`config.mk`:
```
export PLATFORM = sky130hd
export DESIGN_NAME = decode_queue
export DESIGN_NICKNAME = d
export VERILOG_FILES = /design/src/rtl/decode_queue.sv
export SDC_FILE = /design/constraint.sdc
export NUM_CORES = 1
export LEC_CHECK = 0
export BUFFER_PORTS_ARGS = -buffer_cell sky130_fd_sc_hd__buf_2
export CORE_MARGIN = 2
export CORE_UTILIZATION = 60
export CTS_BUF_LIST = sky130_fd_sc_hd__clkbuf_8
export DETAILED_ROUTE_END_ITERATION = 12
export HOLD_SLACK_MARGIN = 0.06
export PLACE_DENSITY = 0.86
export SKIP_CTS_REPAIR_TIMING = 1
export SLEW_MARGIN = 40
export SYNTH_ARGS = -nofsm -noshare
export SYNTH_HDL_FRONTEND = slang
export SYNTH_SLANG_ARGS = --single-unit
```
`constraint.sdc`:
```
create_clock -name clk -period 7.2 [get_ports clk]
set_input_delay 0.36 -clock clk [delete_from_list [all_inputs] [get_ports clk]]
set_output_delay 0.36 -clock clk [all_outputs]
set_load 0.02 [all_outputs]
```
`src/rtl/decode_queue.sv`:
```
// RV32I decode stage with a DEPTH-entry in-order queue between fetch and dispatch.
// Optional macro DECODE_ILLEGAL_DETECT_EN adds per-entry illegal-instruction flagging.
module decode_queue #(
  parameter int unsigned DEPTH = 4,
  parameter int unsigned PC_W  = 32,
  parameter int unsigned CNT_W = $clog2(DEPTH) + 1
) (
  input  logic             clk,
  input  logic             rstn,
  input  logic             flush,
  input  logic             in_valid,
  output logic             in_ready,
  input  logic [31:0]      in_inst,
  input  logic [PC_W-1:0]  in_pc,
  output logic             out_valid,
  input  logic             out_ready,
  output logic [6:0]       out_opcode,
  output logic [2:0]       out_funct3,
  output logic [6:0]       out_funct7,
  output logic [4:0]       out_rs1,
  output logic [4:0]       out_rs2,
  output logic [4:0]       out_rd,
  output logic [31:0]      out_imm,
  output logic [2:0]       out_fmt,
  output logic [PC_W-1:0]  out_pc,
  output logic             out_illegal,
  output logic [CNT_W-1:0] count
);

  localparam int unsigned AW = $clog2(DEPTH);

  localparam logic [2:0] FMT_R    = 3'd0;
  localparam logic [2:0] FMT_I    = 3'd1;
  localparam logic [2:0] FMT_S    = 3'd2;
  localparam logic [2:0] FMT_B    = 3'd3;
  localparam logic [2:0] FMT_U    = 3'd4;
  localparam logic [2:0] FMT_J    = 3'd5;
  localparam logic [2:0] FMT_NONE = 3'd7;

  typedef struct packed {
    logic [6:0]      opcode;
    logic [2:0]      funct3;
    logic [6:0]      funct7;
    logic [4:0]      rs1;
    logic [4:0]      rs2;
    logic [4:0]      rd;
    logic [31:0]     imm;
    logic [2:0]      fmt;
    logic [PC_W-1:0] pc;
  } entry_t;

  entry_t        mem [DEPTH];
  entry_t        dec;
  entry_t        head;
  logic [AW-1:0] wr_ptr;
  logic [AW-1:0] rd_ptr;
  logic          push;
  logic          pop;

  // Handshake flags are pure functions of the registered occupancy.
  assign in_ready  = (count < CNT_W'(DEPTH));
  assign out_valid = (count != '0);
  assign push      = in_valid && in_ready && !flush;
  assign pop       = out_valid && out_ready && !flush;

  // Field extraction and immediate formation for the incoming instruction.
  always_comb begin
    dec        = '0;
    dec.opcode = in_inst[6:0];
    dec.funct3 = in_inst[14:12];
    dec.funct7 = in_inst[31:25];
    dec.rs1    = in_inst[19:15];
    dec.rs2    = in_inst[24:20];
    dec.rd     = in_inst[11:7];
    dec.pc     = in_pc;
    dec.fmt    = FMT_NONE;
    case (in_inst[6:0])
      7'b0010011, 7'b0000011, 7'b1100111: begin
        dec.fmt = FMT_I;
        dec.imm = {{20{in_inst[31]}}, in_inst[31:20]};
      end
      7'b0100011: begin
        dec.fmt = FMT_S;
        dec.imm = {{20{in_inst[31]}}, in_inst[31:25], in_inst[11:7]};
      end
      7'b1100011: begin
        dec.fmt = FMT_B;
        dec.imm = {{19{in_inst[31]}}, in_inst[31], in_inst[7], in_inst[30:25], in_inst[11:8], 1'b0};
      end
      7'b0110111, 7'b0010111: begin
        dec.fmt = FMT_U;
        dec.imm = {in_inst[31:12], 12'b0};
      end
      7'b1101111: begin
        dec.fmt = FMT_J;
        dec.imm = {{11{in_inst[31]}}, in_inst[31], in_inst[19:12], in_inst[20], in_inst[30:21], 1'b0};
      end
      7'b0110011: dec.fmt = FMT_R;
      default: ;
    endcase
  end

  // Queue storage, pointers and occupancy; flush wins over push and pop.
  always_ff @(posedge clk or negedge rstn) begin
    if (!rstn) begin
      wr_ptr <= '0;
      rd_ptr <= '0;
      count  <= '0;
      for (int i = 0; i < int'(DEPTH); i++) mem[i] <= '0;
    end else if (flush) begin
      wr_ptr <= '0;
      rd_ptr <= '0;
      count  <= '0;
    end else begin
      if (push) begin
        mem[wr_ptr] <= dec;
        wr_ptr      <= wr_ptr + AW'(1);
      end
      if (pop) rd_ptr <= rd_ptr + AW'(1);
      count <= count + CNT_W'(push) - CNT_W'(pop);
    end
  end

  assign head       = mem[rd_ptr];
  assign out_opcode = head.opcode;
  assign out_funct3 = head.funct3;
  assign out_funct7 = head.funct7;
  assign out_rs1    = head.rs1;
  assign out_rs2    = head.rs2;
  assign out_rd     = head.rd;
  assign out_imm    = head.imm;
  assign out_fmt    = head.fmt;
  assign out_pc     = head.pc;

`ifdef DECODE_ILLEGAL_DETECT_EN
  logic             dec_ill;
  logic [DEPTH-1:0] ill_mem;

  // SYSTEM and FENCE are legal but carry no immediate format.
  always_comb begin
    dec_ill = 1'b0;
    case (in_inst[6:0])
      7'b0010011, 7'b0000011, 7'b1100111, 7'b0100011, 7'b1100011,
      7'b0110111, 7'b0010111, 7'b1101111, 7'b1110011, 7'b0001111: ;
      7'b0110011: dec_ill = (in_inst[31:25] != 7'b0000000) && (in_inst[31:25] != 7'b0100000);
      default:    dec_ill = 1'b1;
    endcase
    if (in_inst[1:0] != 2'b11) dec_ill = 1'b1;
  end

  always_ff @(posedge clk or negedge rstn) begin
    if (!rstn) begin
      ill_mem <= '0;
    end else if (!flush && push) begin
      ill_mem[wr_ptr] <= dec_ill;
    end
  end

  assign out_illegal = ill_mem[rd_ptr];
`else
  assign out_illegal = 1'b0;
`endif

endmodule

```
; Word-level counts from Yosys, hierarchy flattened
; Index checks and enable logic that the tools add are counted.
[totals]
word_cells = 84
inputBits = 69
register_bits = 403
[op_classes]
order_cmp = 4
eq_ne = 9
bitwise = 3
n_reduce_logical = 12
muxes = 13
addsub = 4
[op_table]
columns = op, count
row1 = $bwmux W396, 1
row2 = $mux W99, 3
row3 = $bmux W99 S2, 1
row4 = $demux W99 S2, 1
row5 = $pmux W32 S5, 1
row6 = $eq A7 B6 Y1 const B, 3
row7 = $eq A7 B7 Y1 const B, 3
row8 = $pmux W3 S6, 1
row9 = $eq A7 B5 Y1 const B, 2
row10 = $mux W2, 4
row11 = $eq A7 B2 Y1 const B, 1
row12 = $ge A3 B3 Y1 const B, 2
row13 = $not A2 Y3, 2
row14 = $logic_and A1 B1 Y1, 5
row15 = $add A2 B1 Y2 const B, 2
row16 = $reduce_bool A2 Y1, 2
row17 = $add A3 B1 Y3, 1
row18 = $lt A3 B1 Y1 const B, 1
row19 = $lt A3 B3 Y1 const B, 1
row20 = $mux W3, 1
row21 = $reduce_bool A3 Y1, 1
row22 = $reduce_or A3 Y1, 1
row23 = $sub A3 B1 Y3, 1
row24 = $reduce_and A2 Y1, 1
row25 = other kinds (3), 3

; Longest topological paths before layout
; Gate-level depths: netlist of the first run.
[logic_depth]
word_depth = 6
mapped_depth = 11

; Worst setup path after synthesis of the first run
; Ideal clock, no wire load.
[synth_path]
kind = flip-flop to flip-flop
from = reg count[2]
to = reg count[2]
path_stages_with_launch = 12
required_time_ps = 7081
t_arrival_ps = 2469
n_path_buf = 0
setup_slack_ps = 4612
period_less_slack_ps = 2588
cell_sequence = dfrtp_1 or3_1 nand2_1 nor2_1 ha_1 inv_1 ha_1 inv_1 fa_1 xnor2_1 xnor2_1 nor2_1
[synth_between]
word_cells_on_any_way = 9
[synth_rtl]
columns = element, line_no
row1 = from (decl), 27  ; output logic [CNT_W-1:0] count
row2 = from (signal assigned), 120  ; count <= count + CNT_W'(push) - CNT_W'(pop);
row3 = $reduce_bool A3 Y1, 62  ; assign out_valid = (count != '0);
row4 = via out_valid, 15  ; output logic out_valid,
row5 = $logic_and A1 B1 Y1 (2 in a row), 64  ; assign pop = out_valid && out_ready && !flush;
row6 = $sub A3 B1 Y3, 120
row7 = $mux W3, 110  ; end else if (flush) begin
; The timed path passes the listed nets, and every way through them passes these cells.
; A chain may end at the register's enable or synchronous reset.

; Worst setup path in the final report of the first run
[layout_path]
from = reg rd_ptr[1]
to = out out_imm[0]
[layout_between]
elab_chain_cells = 4
[layout_lines]
columns = element, line_no
row1 = from (decl), 56  ; logic [AW-1:0] rd_ptr;
row2 = from (signal assigned), 119  ; if (pop) rd_ptr <= rd_ptr + AW'(1);
row3 = $not A2 Y3 (implied by the code), 124  ; assign head = mem[rd_ptr];
row4 = $bmux W99 S2, 124
row5 = $mux W99 (implied by the code) (2 in a row), 124
row6 = to (decl), 23  ; output logic [31:0] out_imm,
; No other way between the ends. The select of a mux whose other input is x is not followed.

==> results of run 1 <==
-- Yosys cell counts (2+ instances only) --
cell type	count
sky130_fd_sc_hd__nor3_1	2
sky130_fd_sc_hd__o211ai_1	44
sky130_fd_sc_hd__buf_4	8
sky130_fd_sc_hd__o21ai_0	55
sky130_fd_sc_hd__nand2_4	4
sky130_fd_sc_hd__nor2b_1	3
sky130_fd_sc_hd__a221o_1	32
sky130_fd_sc_hd__xor2_1	2
sky130_fd_sc_hd__a21oi_1	23
sky130_fd_sc_hd__clkbuf_1	47
sky130_fd_sc_hd__nor4bb_1	4
sky130_fd_sc_hd__and3_1	2
sky130_fd_sc_hd__dfrtp_1	403
sky130_fd_sc_hd__and4b_1	2
sky130_fd_sc_hd__nor4_1	2
sky130_fd_sc_hd__nand2_1	863
sky130_fd_sc_hd__a32oi_1	5
sky130_fd_sc_hd__o21bai_1	4
sky130_fd_sc_hd__xnor2_1	3
sky130_fd_sc_hd__nor2_1	38
sky130_fd_sc_hd__buf_2	41
sky130_fd_sc_hd__ha_1	6
sky130_fd_sc_hd__inv_1	7
sky130_fd_sc_hd__mux4_2	99
sky130_fd_sc_hd__nor2_2	3
sky130_fd_sc_hd__buf_1	27
-- worst paths after layout --
path,startpoint,to,depth (start not counted)
max,rd_ptr[1]$_DFFE_PN0P_,out_imm[0],3
min,in_inst[15],mem[374]$_DFFE_PN0P_,3
max reg2reg,count[2]$_DFF_PN0_,mem[262]$_DFFE_PN0P_,5
min reg2reg,mem[91]$_DFFE_PN0P_,mem[91]$_DFFE_PN0P_,2
max in group asynchronous,rstn,rd_ptr[1]$_DFFE_PN0P_,4
min in group asynchronous,rstn,mem[358]$_DFFE_PN0P_,2
-- layout by cell type, fill, tap and decap left out, drive strengths merged, types with 3 or more instances in the layout --
master         n
nand2        867
dfrtp        403
buf          190
mux4          99
clkbuf        86
o21ai         55
o211ai        44
nor2          41
dlygate4sd3   40
a221o         32
inv           27
a21oi         23
ha             6
a32oi          5
clkinv         5
nor4bb         4
o21bai         4
nor2b          3
xnor2          3
clkinvlp       3
-- cells by family after synthesis --
logic type | Yosys count | synth area share (%)
DFF | 403 | 56.4
and+or+nand+nor | 934 | 20.5
muxes | 100 | 12.5
adders and majority gates | 7 | 0.532
buffers and inverters | 131 | 3.25
other | 1 | 0.0210
xor gates and xnor gates | 5 | 0.245
AOI/OAI and AO/OA | 170 | 6.59
-- state kept, by name, indices dropped and copies added (netlist names) --
register and count:
mem 396, rd_ptr 2, count 3, wr_ptr 2
-- final cells by class --
| cell class | instances | area, um2 |
|---|---|---|
| diodes | 1 | 2.50 |
| clock buffers | 86 | 1180 |
| fillers | 2025 | 8690 |
| inverters | 7 | 26.3 |
| multi-input cells | 1217 | 7300 |
| clock inverters | 29 | 186 |
| flip-flops and latches | 403 | 10100 |
| well taps | 390 | 488 |
| repair buffers | 230 | 1510 |
-- through the flow --
| stage | hold WS, ns | setup slack, ns |
|---|---|---|
| floorplan | 0.0644 | 4.61 |
| global route | 0.0648 | 3.76 |
| detailed placement | 0.458 | 4.39 |
| CTS | -0.131 | 3.84 |
| global placement | 0.452 | 4.41 |
| finish | 0.0649 | 3.83 |
-- worst min-delay path: stages --
cell and delay, ns:
sky130_fd_sc_hd__buf_2 0.15, sky130_fd_sc_hd__nand2_1 0.07, sky130_fd_sc_hd__nand2_1 0.04
-- power breakdown --
| group | internal [mW] | switching [mW] |
|---|---|---|
| combinational | 1.04 | 1.38 |
| sequential | 3.00 | 0.455 |
| clock | 1.12 | 0.932 |
-- per-layer routing --
metal	GRT usage (%)	vias to the layer above	routed length [um]
li1	-	6189	-
met1	41.4	7140	18300
met2	50.8	765	24100
met3	5.99	113	4350
met4	11.7	2	1370
met5	0	-	13
==> reports/summary.md, run 1 <==
The completed layout was analyzed and its total power is 7.93 mW. The run gives 14636 as the via count of the first global-routing pass. The synthesized design spends more area on one cell type than any other, namely sky130_fd_sc_hd__dfrtp_1. The kind of cell adding the most delay to the critical path is flip-flops. Synthesis produced 1751 cells.

Ranked by total cell area, the synthesized netlist is headed by sky130_fd_sc_hd__dfrtp_1 (56%), sky130_fd_sc_hd__nand2_1 (18%), sky130_fd_sc_hd__mux4_2 (12%). The tools report the global-route usage over all layers as 30.9%. In this run the cell area measured after placement is 19000 um2. For the pin with the worst max-slew slack, the measured transition is 0.854 ns.

The logs give 60.7% for the starting density of the core and 1322 for the number of violations reported at the end of detailed-routing iteration 0. The later pin in the worst-skew pair is clocked with a latency of 0.58 ns. The clock sink total came out at 403. For this block, the via count after detailed routing is 14209.

Cells fill 70.5% of the core in the end. Setup repair after global routing left no endpoint under its margin. Summed over all failing endpoints, the final setup total negative slack is 0 ns.

Data arrives at the worst endpoint at 3.01 ns. At the end of routability-driven placement, the weighted congestion stood at 0.821. The run finished with clean final reports. The maximum single-stage delay on the critical path came out at 0.98 ns.

The logs give 0 for the number of nets with antenna violations after routing and 0.0208 ns for the maximum clock skew at final layout. Summing all non-filler instances in the final layout gives an area of 20800 um2. The area added between synthesis and finish was 16.2%; the synthesized area per cell was 10.2 um2. The setup path with the least slack is of type reg2out.

The die is 177 um tall. Measured against its own limit, the worst slew margin works out to 43.1%. The leakage power figure is 10.5 nW. The tree is rooted in a sky130_fd_sc_hd__clkbuf_8.

The tightest min-delay check is of the in2reg type. Dividing the detail-routed wire length by the instance count gives 20.4 um. The number of synthesized flops with an enable pin is 0. The number of buffers added by the clock tree synthesis step was 67; the worst IR drop on VDD was 0.257 mV. For this run, the number of Yosys warnings is 0. For this design, the slowest cell found on the critical path is sky130_fd_sc_hd__dfrtp_4. The logs give 63 for the floorplan row count and 28100 um for the detailed placer's ending HPWL. For the number of hold violations in the final report, the log shows 0. The logs give 174 for the I/O pin count and 2363 for the final cell count without fillers.

The largest fanout on the critical path is 52, and the combined buffer and inverter count along the critical path is 2. TritonCTS built the clock tree. Across the run, the number of max-cap violations was 0.

The clock transition at the registers of the reported paths was 0.06 ns. Walking the worst path, the cells encountered are buf_4 -> mux4_2 -> buf_2. The max-slew violation count is 0. For this run, design rule violations remaining after detail routing come to 0. In the final layout, the share of cells above drive strength 1 is 20.8%. The number of iterations in the first detailed-routing pass is 5, and the async set-reset flop share out of synthesis is 100%.

Of the post-synthesis cell area, the dominant cell type holds 56.4%. The most instantiated flip-flop cell in the synthesis netlist was sky130_fd_sc_hd__dfrtp_1. The logs give 48 for the count of distinct cell types in the synthesized netlist and 29500 um2 for the area inside the core boundary. Setup violations remaining at the end of the flow were counted as 0. The average vias per placed instance works out to 6.01.

Of the available clock period, the critical path in the final layout requires 46.8%. Once placement completed, the tool counted placed cells totaling 2206. The die covers 31200 um2. The worst setup path is captured at an output port.

The longest clock path from root to sink contains 3 buffers. When the netlist entered floorplanning its net count stood at 1827. The share of synthesized area occupied by flip-flops and latches is 56.4%.

The shortest period the worst path allows came out at 3.37 ns. Data required time at the worst endpoint: 6.84 ns. Power spread over the standard cell area amounts to 381 nW/um2. The worst setup path is launched from a flop. The register-to-register setup slack is 4.46 ns, and the number of buffers added on ports is 172. The cell area after synthesis was 17900 um2; the residual overflow from global routing was 0. The number of nets in the final layout is 2002, and the initial antenna violation count is 2. The die span in x was 177 um; the H-tree depth was 3. The final layout contains routed wiring with a total length of 48100 um.

The flip-flop and latch count after synthesis was 403. The first global-routing pass estimated 75300 um of wire. Entering global routing, the biggest net connects 113 pins. Timing would allow up to 297 MHz.
Note: power is estimated with default switching activity, not from simulation.
==> run 2: changes to the inputs <==
==> constraint.sdc (replaced) <==
create_clock -name clk -period 3.42 [get_ports clk]
set_input_delay 0.171 -clock clk [delete_from_list [all_inputs] [get_ports clk]]
set_output_delay 0.171 -clock clk [all_outputs]
set_load 0.02 [all_outputs]
==> run 2 against run 1 <==
  * Global-route usage grew 0.47 points
  * Clock power grew 100%
  * Cell count grew 1.4%
  * Via count grew 2.4%
  * First-iteration DRC count grew 26%
  * Largest power group unchanged
==> reports/summary.md, run 2 (synthesis gave the netlist of run 1 again) <==
At the pin with the least slew margin, the transition time is 0.753 ns. Timing analysis after detailed placement gives a worst setup slack of 0.663 ns. The core region is 29500 um2. The die span in x came out at 177 um. Summing internal, switching and leakage power gives 16.7 mW. Data on the critical path arrives at its endpoint at 2.66 ns. The logs give 43.8% for the portion of total power attributed to sequential cells and 10.7 nW for the leakage power figure. After the first detailed-routing iteration, the DRC count stood at 1671. The number of flip-flops in the largest register is 396. The setup path with the least slack is of type reg2out. The clock drives 403 sinks. Static timing analysis puts the maximum clock frequency at 353 MHz.

The logs give 25.0% for the part of the total power dissipated in the clock network and 2040 for the number of nets in the final layout. The overall via count from detail_route came out at 14543. The sum of negative setup slack is 0 ns, and the switching power share of the total is 35.5%. In the routed design, unresolved DRC markers number 0. After layout, the minimum clock period comes to 2.84 ns. The worst hold path belongs to the class in2reg. In this run the power spent charging and discharging nets is 5.92 mW.

The internal power summed over all cells is 10.8 mW. Setup slack on the critical path of the routed design comes to 0.584 ns. VDD sags by at most 0.496 mV. The final critical path takes up 82.9% of the cycle.

For the H-tree depth, the log shows 3. The initialized floorplan defines 63 standard-cell rows. Counting flops per register, the top entry is mem. Measured against its own limit, the worst slew margin works out to 49.6%. Combinational logic is responsible for 31.2% of the overall power. STA classifies the critical path startpoint as a flop.

The max-slew violation count was 0; the final weighted congestion in routability-driven placement was 0.826. The vertical die dimension works out to 177 um. Max-cap violations in this run came to 0.

In the global route stage, overall resource usage came out at 31.4%. For the number of failing setup endpoints in the final timing report, the log shows 0. For the instance area at placement, the log shows 19100 um2. The tree is rooted in a sky130_fd_sc_hd__clkbuf_8. Multi-input combinational cell area: 7280 um2. The later pin in the worst-skew pair is clocked with a latency of 0.62 ns.

The layout has 1971 filler cells. The clock arrives with 0.0351 ns of skew. Clock tree synthesis inserted a total of 67 buffers. Clock-pin slew was measured on the worst setup and hold paths at 0.06 ns. The first global-routing pass estimated 76000 um of wire. The power per cell area was 792 nW/um2.

Once the floorplan was initialized, standard cells occupied 60.7% of the core. The setup check on the worst reg-to-reg path leaves a slack of 0.67 ns. The largest fanout on the critical path works out to 30. Summing all flip-flop and latch instances after layout gives 10100 um2.

At the end of the flow the core is filled with cells to 71.5%. TritonCTS built the clock tree. The layout cell share with drive strength beyond 1 was 20.2%. In the final layout, the registers with the most flip-flops are mem x396, count x3. Number of buffers between clock root and the deepest sink: 3.

The logs give 3.25 ns for the data required time at the worst endpoint and 1 for the initial antenna violation count. Leaving out fill and tap cells, the most frequent cells in the layout are sky130_fd_sc_hd__nand2_1 (863), sky130_fd_sc_hd__dfrtp_1 (401), sky130_fd_sc_hd__buf_2 (171). The total detailed-routing wirelength is 49800 um.

The number of buffers added on ports is 172, and the I/O pin count is 174. Number of nets with antenna violations after routing: 0. Summed over all layers, the global routing overflow is 0. The flow ran to the end, and the final reports show no timing, DRC or antenna violations. The library cell used most frequently in the layout, excluding fill and tap cells, is sky130_fd_sc_hd__nand2_1. In the final routed layout, each cell accounts on average for 20.8 um.

For the number of iterations in the first detailed-routing pass, the log shows 8. After detailed routing, the number of vias per cell comes to 6.07. The worst setup path is captured at an output port. Entering global routing, the biggest net connects 97 pins. Post-route cell area: 21100 um2. Compared with the post-synthesis result, the final layout area differs by 17.8%.

The number of hold violations in the final report was 0. Setup repair after global routing left no endpoint under its margin. The via count of the first global-routing pass is 14763, and the detailed placer's ending HPWL is 28500 um. The die covers 31200 um2.
[run 2: cell count changes in the layout (fill, tap and decap cells not counted), moves of 4 or more]
cell,change
sky130_fd_sc_hd__clkbuf_8,-6
sky130_fd_sc_hd__o21bai_2,-4
sky130_fd_sc_hd__inv_1,+7
sky130_fd_sc_hd__o21bai_1,+4
sky130_fd_sc_hd__buf_12,+6
sky130_fd_sc_hd__dlygate4sd3_1,+27
sky130_fd_sc_hd__buf_6,-4
sky130_fd_sc_hd__buf_4,+10
[run 2: per-stage QoR]
step / instances / hold slack [ns]
3_3_place_gp: 2216 / 0.261
4_1_cts: 2327 / -0.362
2_1_floorplan: 1751 / -0.125
6_report: 2397 / 0.109
5_1_grt: 2397 / 0.134
3_5_place_dp: 2216 / 0.270
[run 2: worst max-delay path, cell delays in order (launching register included)]
cell	delay (ns)
sky130_fd_sc_hd__dfrtp_4	0.87
sky130_fd_sc_hd__buf_4	0.45
sky130_fd_sc_hd__mux4_2	0.57
sky130_fd_sc_hd__buf_2	0.18
[run 2: final timing paths]
kind | cells after the start | to | from
worst max-delay path | 3 | out_imm[1] | rd_ptr[0]$_DFFE_PN0P_
worst min-delay path | 4 | wr_ptr[0]$_DFFE_PN0P_ | in_valid
worst max register to register | 11 | count[2]$_DFF_PN0_ | count[2]$_DFF_PN0_
worst min register to register | 2 | mem[69]$_DFFE_PN0P_ | mem[69]$_DFFE_PN0P_
max in group asynchronous | 4 | mem[387]$_DFFE_PN0P_ | rstn
min in group asynchronous | 3 | mem[338]$_DFFE_PN0P_ | rstn
[run 2: power by group through the flow]
| stage | sequential [mW] | combinational, mW | clock (mW) |
|---|---|---|---|
| 3_3_place_gp | 7.20 | 4.87 | 0 |
| 4_1_cts | 7.27 | 5.09 | 4.19 |
| 3_5_place_dp | 7.33 | 5.06 | 0 |
| 5_1_grt | 7.48 | 5.65 | 4.42 |
| 2_1_floorplan | 6.93 | 3.74 | 0 |
| 6_report | 7.31 | 5.21 | 4.18 |
[run 2: final cells by class]
| cell class | instances | share of cell area (%) |
|---|---|---|
| clock buffer | 80 | 5.23 |
| tap | 390 | 2.32 |
| clock inverter | 31 | 0.861 |
| multi-input combinational | 1217 | 34.6 |
| inverter | 7 | 0.125 |
| antenna | 1 | 0.0119 |
| timing repair buffer | 268 | 9.01 |
| sequential | 403 | 47.9 |
[run 2: per-layer routing]
layer | wire [um] | vias up | global-route usage, %
met4 | 1940 | 0 | 15.4
met1 | 18600 | 7196 | 41.5
met3 | 4870 | 169 | 6.87
met5 | 0 | - | 0
met2 | 24400 | 913 | 49.9
li1 | - | 6265 | -
